--- config.mk ---
export PLATFORM = sky130hd
export DESIGN_NAME = tictactoe_ai_mover
export DESIGN_NICKNAME = d
export VERILOG_FILES = /design/src/rtl/tictactoe_ai_mover.sv
export SDC_FILE = /design/constraint.sdc
export NUM_CORES = 1
export LEC_CHECK = 0
export ABC_AREA = 1
export CORE_MARGIN = 2
export CORE_UTILIZATION = 40
export DETAILED_ROUTE_END_ITERATION = 8
export GPL_ROUTABILITY_DRIVEN = 0
export MAX_ROUTING_LAYER = met4
export PLACE_DENSITY = 0.64
export SLEW_MARGIN = 20
export SYNTH_ARGS = -nofsm -noshare
export SYNTH_HDL_FRONTEND = slang
export SYNTH_SLANG_ARGS = --single-unit
--- constraint.sdc ---
create_clock -name clock -period 4.05 [get_ports clock]
set_clock_uncertainty 0.05 [all_clocks]
set_input_delay 0.81 -clock clock [delete_from_list [all_inputs] [get_ports clock]]
set_output_delay 0.81 -clock clock [all_outputs]
set_load 0.005 [all_outputs]
--- src/rtl/tictactoe_ai_mover.sv ---
// tictactoe_ai_mover: automatic computer opponent for the tictactoe board
// controller. On an accepted start it snapshots the board and searches one
// candidate per clock in priority order: win, block, centre, corner, any
// free cell. The chosen cell is presented on computer_position with pc held
// high for PC_HOLD cycles.
// Optional build macro: AI_BLOCK_EN enables the SCAN_BLOCK phase; without it
// the win scan falls straight through to the centre pick.
module tictactoe_ai_mover #(
  parameter int unsigned PC_HOLD = 5
) (
  input  logic       clock,
  input  logic       reset,
  input  logic       start,
  input  logic [1:0] pos1,
  input  logic [1:0] pos2,
  input  logic [1:0] pos3,
  input  logic [1:0] pos4,
  input  logic [1:0] pos5,
  input  logic [1:0] pos6,
  input  logic [1:0] pos7,
  input  logic [1:0] pos8,
  input  logic [1:0] pos9,
  input  logic [1:0] who,
  output logic [3:0] computer_position,
  output logic       pc,
  output logic       busy,
  output logic       no_move
);

  typedef enum logic [2:0] {
    IDLE,
    SCAN_WIN,
`ifdef AI_BLOCK_EN
    SCAN_BLOCK,
`endif
    PICK_CENTER,
    PICK_CORNER,
    PICK_ANY,
    HOLD
  } state_t;

  localparam logic [1:0] CELL_EMPTY    = 2'b00;
  localparam logic [1:0] CELL_COMPUTER = 2'b10;
`ifdef AI_BLOCK_EN
  localparam logic [1:0] CELL_PLAYER   = 2'b01;
`endif
  localparam logic [3:0] LAST_LINE     = 4'd7;
  localparam logic [3:0] LAST_CORNER   = 4'd3;
  localparam logic [3:0] LAST_CELL     = 4'd8;
  localparam logic [3:0] CENTER_CELL   = 4'd4;
  localparam logic [3:0] HOLD_LOAD     = 4'(PC_HOLD - 1);

  // Registered state
  state_t      state;
  logic [3:0]  idx;
  logic [17:0] snap;
  logic [3:0]  hold_cnt;

  // Next-state values
  state_t      state_nxt;
  logic [3:0]  idx_nxt;
  logic [17:0] snap_nxt;
  logic [3:0]  hold_nxt;
  logic [3:0]  pos_nxt;
  logic        pc_nxt;
  logic        busy_nxt;
  logic        no_move_nxt;

  // Candidate evaluation
  logic        hit;
  logic [3:0]  hit_pos;
  logic [4:0]  win_res;
`ifdef AI_BLOCK_EN
  logic [4:0]  blk_res;
`endif
  logic [3:0]  corner;

  // Cell i of a packed board (cell 0 in bits [1:0]).
  function automatic logic [1:0] cell_at(input logic [17:0] b,
                                         input logic [3:0]  i);
    return b[{i, 1'b0} +: 2];
  endfunction

  // The three cell indices of line l, packed {a, b, c}.
  function automatic logic [11:0] line_cells(input logic [3:0] l);
    case (l)
      4'd0:    return {4'd0, 4'd1, 4'd2};
      4'd1:    return {4'd3, 4'd4, 4'd5};
      4'd2:    return {4'd6, 4'd7, 4'd8};
      4'd3:    return {4'd0, 4'd3, 4'd6};
      4'd4:    return {4'd1, 4'd4, 4'd7};
      4'd5:    return {4'd2, 4'd5, 4'd8};
      4'd6:    return {4'd0, 4'd4, 4'd8};
      default: return {4'd2, 4'd4, 4'd6};
    endcase
  endfunction

  // {hit, cell}: line l holds exactly two of side and one empty cell.
  function automatic logic [4:0] line_test(input logic [17:0] b,
                                           input logic [3:0]  l,
                                           input logic [1:0]  side);
    logic [11:0] c;
    logic [1:0]  va, vb, vc;
    logic [1:0]  n_side, n_empty;
    logic [3:0]  free;
    c       = line_cells(l);
    va      = cell_at(b, c[11:8]);
    vb      = cell_at(b, c[7:4]);
    vc      = cell_at(b, c[3:0]);
    n_side  = 2'(va == side) + 2'(vb == side) + 2'(vc == side);
    n_empty = 2'(va == CELL_EMPTY) + 2'(vb == CELL_EMPTY) + 2'(vc == CELL_EMPTY);
    if (va == CELL_EMPTY)      free = c[11:8];
    else if (vb == CELL_EMPTY) free = c[7:4];
    else                       free = c[3:0];
    return {(n_side == 2'd2) && (n_empty == 2'd1), free};
  endfunction

  // Corner visiting order 0, 2, 6, 8.
  function automatic logic [3:0] corner_cell(input logic [1:0] k);
    case (k)
      2'd0:    return 4'd0;
      2'd1:    return 4'd2;
      2'd2:    return 4'd6;
      default: return 4'd8;
    endcase
  endfunction

  // State and output registers
  always_ff @(posedge clock or posedge reset) begin
    if (reset) begin
      state             <= IDLE;
      idx               <= '0;
      snap              <= '0;
      hold_cnt          <= '0;
      computer_position <= '0;
      pc                <= 1'b0;
      busy              <= 1'b0;
      no_move           <= 1'b0;
    end else begin
      state             <= state_nxt;
      idx               <= idx_nxt;
      snap              <= snap_nxt;
      hold_cnt          <= hold_nxt;
      computer_position <= pos_nxt;
      pc                <= pc_nxt;
      busy              <= busy_nxt;
      no_move           <= no_move_nxt;
    end
  end

  // Search sequencing: one candidate per cycle, first hit enters HOLD
  always_comb begin
    state_nxt   = state;
    idx_nxt     = idx;
    snap_nxt    = snap;
    hold_nxt    = hold_cnt;
    pos_nxt     = computer_position;
    pc_nxt      = pc;
    busy_nxt    = busy;
    no_move_nxt = 1'b0;
    hit         = 1'b0;
    hit_pos     = '0;
    win_res     = line_test(snap, idx, CELL_COMPUTER);
`ifdef AI_BLOCK_EN
    blk_res     = line_test(snap, idx, CELL_PLAYER);
`endif
    corner      = corner_cell(idx[1:0]);

    case (state)
      IDLE: begin
        if (start && (who == 2'b00)) begin
          snap_nxt  = {pos9, pos8, pos7, pos6, pos5, pos4, pos3, pos2, pos1};
          busy_nxt  = 1'b1;
          idx_nxt   = '0;
          state_nxt = SCAN_WIN;
        end
      end

      SCAN_WIN: begin
        if (win_res[4]) begin
          hit     = 1'b1;
          hit_pos = win_res[3:0];
        end else if (idx == LAST_LINE) begin
          idx_nxt   = '0;
`ifdef AI_BLOCK_EN
          state_nxt = SCAN_BLOCK;
`else
          state_nxt = PICK_CENTER;
`endif
        end else begin
          idx_nxt = idx + 4'd1;
        end
      end

`ifdef AI_BLOCK_EN
      SCAN_BLOCK: begin
        if (blk_res[4]) begin
          hit     = 1'b1;
          hit_pos = blk_res[3:0];
        end else if (idx == LAST_LINE) begin
          idx_nxt   = '0;
          state_nxt = PICK_CENTER;
        end else begin
          idx_nxt = idx + 4'd1;
        end
      end
`endif

      PICK_CENTER: begin
        if (cell_at(snap, CENTER_CELL) == CELL_EMPTY) begin
          hit     = 1'b1;
          hit_pos = CENTER_CELL;
        end else begin
          idx_nxt   = '0;
          state_nxt = PICK_CORNER;
        end
      end

      PICK_CORNER: begin
        if (cell_at(snap, corner) == CELL_EMPTY) begin
          hit     = 1'b1;
          hit_pos = corner;
        end else if (idx == LAST_CORNER) begin
          idx_nxt   = '0;
          state_nxt = PICK_ANY;
        end else begin
          idx_nxt = idx + 4'd1;
        end
      end

      PICK_ANY: begin
        if (cell_at(snap, idx) == CELL_EMPTY) begin
          hit     = 1'b1;
          hit_pos = idx;
        end else if (idx == LAST_CELL) begin
          no_move_nxt = 1'b1;
          busy_nxt    = 1'b0;
          idx_nxt     = '0;
          state_nxt   = IDLE;
        end else begin
          idx_nxt = idx + 4'd1;
        end
      end

      HOLD: begin
        if (hold_cnt == '0) begin
          pc_nxt    = 1'b0;
          busy_nxt  = 1'b0;
          state_nxt = IDLE;
        end else begin
          hold_nxt = hold_cnt - 4'd1;
        end
      end

      default: begin
        state_nxt = IDLE;
      end
    endcase

    // Common hit handling: the hit edge is the first of PC_HOLD pc cycles,
    // so the counter starts at PC_HOLD-1 and HOLD exits when it reaches 0.
    if (hit) begin
      pos_nxt   = hit_pos;
      pc_nxt    = 1'b1;
      hold_nxt  = HOLD_LOAD;
      idx_nxt   = '0;
      state_nxt = HOLD;
    end
  end

endmodule

==> impl_metrics.csv <==
group,metric,value,unit
final_layout,final_common_cell,"nand2_1",
synthesis,syn_inst,378,
final_layout,layout_common_cells,"nand2_1, inv_1, nand3_1",
synthesis,postSynth.asyncResetShare,1.00,
synthesis,synth-seq-cells,36,
synthesis,synth_ff_type,"dfrtp_1",
clocking,numCtsBuffers,5,
critical_path,required,4.17,ns
placed_design,hpwlAfterDp,5210,um
die,dieWidth,86.3,um
grt,grt_pass1_wl,11100,um
critical_path,crit_chain,"inv_4, ha_2, inv_1, nor2_4, nor2_4, nand2_1, nand2_1, inv_1, nand2_1, o21ai_0, o21ai_1, inv_1, nor2_1, fa_1, nand3_1, nor3_4, nor2_1, nand2_2, inv_2, nand2_2, nand2_1, nand2_1, o21ai_0",
sta,slew_headroom,0.352,
clocking,cts_tree,"yes",
clocking,worstSkewPairLatency,0.29,ns
route,wl_per_cell,13.4,um
die,core,0.00646,mm^2
final_layout,layout.nets,446,
route,drt-vias-per-instance,5.20,
clocking,ctsHoldBuffers,0,
sta,final.period_utilization,0.906,
placed_design,place_area,0.00307,mm^2
critical_path,start_kind,"register",
sta,maxSlewViolCount,0,
route,drc_errors,0,
critical_path,crit_family,"simple AND/OR/NAND/NOR gates",
pwr,clkPwrFrac,0.086,
route,ant_nets,0,
die,fp-row-count,29,
die,io_pins,30,
flow_run,maxCapViolCount,0,
final_layout,final_area,0.00322,mm^2
die,die_h,86.3,um
sta,fin_ws,0.380,ns
hold_path,hold_class,"register to register",
synthesis,postSynthAreaPerCell,7.16,um^2
critical_path,crit_buf_inv,5,
pwr,power_per_cell_area,973,mW/mm^2
placed_design,io_buffers,29,
final_layout,final_layout_size_suffix_gt1_frac,0.161,
critical_path,crit_fanout,12,
critical_path,cp.arrival,3.79,ns
sta,hold_viol_final,0,
critical_path,path_class,"register to register",
die,dieArea,0.00744,mm^2
final_layout,syn_to_final_growth,18.9,%
final_layout,fill_cells,648,
clocking,cts-root-buf,"clkbuf_8",
critical_path,max_stage_delay,0.50,ns
final_layout,diodes,0,
route,dr.pass1.iters,5,
placed_design,dp_slack,0.133,ns
critical_path,end_kind,"register",
synthesis,synth-warning-count,0,
synthesis,synth_edf_count,0,
pwr,p_seq_frac,0.217,
route,drt_iter0_markers,222,
clocking,h-tree-depth,2,
pwr,p_sw,0.00167,W
route,via_count,2558,
placed_design,dp.cells,481,
pwr,p_sw_frac,0.534,
grt,grt_pass1_vias,2301,
critical_path,crit_slowest_cell,"fa_1",
final_layout,final_cells,492,
grt,grt_antenna_before_repair,0,
critical_path,worst_path_most_repeated_cell,"nand2_1",
status,outcome,"finished, final reports clean",
sta,setup_viol,0,
grt,grt.overflow.total,0,
sta,max_freq,272,MHz
sta,worst_slew_pin_slew,0.969,ns
sta,setup_tns,0,ns
synthesis,seq_area_frac_synth,0.333,
grt,grt_max_degree,37,
clocking,clkSlewWorstSetupHoldPaths,0.07,ns
synthesis,ys_types,39,
pwr,peakVddDrop,0.336,mV
pwr,internal_power,0.00146,W
grt,grt.total_usage,0.194,
route,wl,6600,um
pwr,p_comb_frac,0.697,
pwr,power_leakage,1.58,nW
synthesis,syn_area,0.00271,mm^2
synthesis,synth_nets,410,
sta,fin_crit,3.67,ns
die,start_util,0.419,
clocking,cts_buffer_depth,2,
clocking,cts.sinks,36,
==> state kept, by name, indices dropped and copies added (netlist names) <==
signal,count
computer_position,4
busy,1
pc,1
hold_cnt,4
idx,4
snap,18
state,3
no_move,1
==> final cells by class <==
cell class / instances / area [um^2] / area share
Multi-Input combinational cell: 281 / 1580 / 0.491
Sequential cell: 36 / 902 / 0.280
Timing Repair Buffer: 35 / 335 / 0.104
Inverter: 55 / 211 / 0.0657
Tap cell: 77 / 96.3 / 0.0299
Clock buffer: 7 / 86.3 / 0.0268
Clock inverter: 1 / 7.51 / 0.00233
==> routing by layer <==
layer / vias up / GRT usage / share of wire
li1: 1308 / - / -
met1: 1150 / 0.277 / 0.50
met2: 91 / 0.287 / 0.44
met3: 9 / 0.0343 / 0.053
met4: 0 / 0.0469 / 0.014
met5: - / - / 0
==> power groups by stage <==
stage | Sequential [W] | Clock (W) | Combinational, W
final | 0.000678 | 0.000270 | 0.00218
after global routing | 0.000700 | 0.000295 | 0.00249
after CTS | 0.000675 | 0.000277 | 0.00207
after detailed placement | 0.000681 | 0 | 0.00206
after global placement | 0.000680 | 0 | 0.00206
after floorplan | 0.000622 | 0 | 0.00168
==> cells in the mapped netlist (2+ instances only) <==
master | instances | area (um^2)
fa_1 | 2 | 40.0
nor3_1 | 3 | 15.0
nand3_1 | 41 | 205
a21oi_2 | 2 | 17.5
ha_1 | 7 | 87.6
o211ai_1 | 3 | 22.5
xor2_1 | 4 | 35.0
o22ai_1 | 4 | 25.0
inv_2 | 8 | 30.0
inv_1 | 46 | 173
nand2_4 | 4 | 45.0
nor2_1 | 36 | 135
nand2_2 | 10 | 62.6
o21a_1 | 3 | 22.5
o21ai_1 | 9 | 45.0
nor2_2 | 5 | 31.3
a21oi_1 | 22 | 110
nand3_2 | 2 | 20.0
a31oi_1 | 3 | 18.8
nand4_1 | 4 | 25.0
dfrtp_1 | 36 | 901
o21ai_0 | 13 | 65.1
o21ai_2 | 2 | 17.5
nand2_1 | 84 | 315
clkbuf_1 | 3 | 11.3
nor2_4 | 2 | 22.5
mux2_2 | 8 | 90.1
==> final timing paths <==
path / endpoint / slack [ns] / cells past startpoint / start
min reg2reg: computer_position[1] / 0.46 / 2 / computer_position[1]
max reg2reg: state[0] / 0.38 / 23 / idx[0]
min in group asynchronous: snap[4] / 0.87 / 3 / reset
max: state[0] / 0.38 / 23 / idx[0]
max in group asynchronous: idx[0] / 2.75 / 3 / reset
min: computer_position[1] / 0.46 / 2 / computer_position[1]
==> worst register-to-register path, stage by stage (launching register included) <==
cell and delay, ns:
dfrtp_2 0.47, inv_4 0.13, ha_2 0.24, inv_1 0.12, nor2_4 0.17, nor2_4 0.06
nand2_1 0.06, nand2_1 0.09, inv_1 0.13, nand2_1 0.10, o21ai_0 0.16, o21ai_1 0.10
inv_1 0.06, nor2_1 0.05, fa_1 0.50, nand3_1 0.12, nor3_4 0.26, nor2_1 0.08
nand2_2 0.13, inv_2 0.13, nand2_2 0.12, nand2_1 0.09, nand2_1 0.06, o21ai_0 0.07
==> stage by stage <==
step / total power (W) / hold slack (ns) / util
after floorplan: 0.00230 / 0.439 / -
after global placement: 0.00274 / 0.448 / 0.475
after detailed placement: 0.00274 / 0.442 / 0.475
after CTS: 0.00302 / 0.460 / 0.489
after global routing: 0.00348 / 0.497 / 0.498
final: 0.00313 / 0.457 / 0.498
==> kinds of logic (layout without fill, tap and decap cells) <==
| family | Yosys count | count (layout) | synth area share |
|---|---|---|---|
| fa+ha+maj | 9 | 9 | 0.0471 |
| xor+xnor | 4 | 4 | 0.0129 |
| flops | 36 | 36 | 0.333 |
| mux | 8 | 8 | 0.0333 |
| simple gates | 196 | 196 | 0.341 |
| compound gates | 64 | 64 | 0.137 |
| buf+inv | 61 | 98 | 0.0957 |
==> what timing repair did <==
action	CTS	global route
gates resized for setup	0	11
buffers inserted	0	3
setup endpoints to repair	0	15
Power figures use the tool's default switching activity.
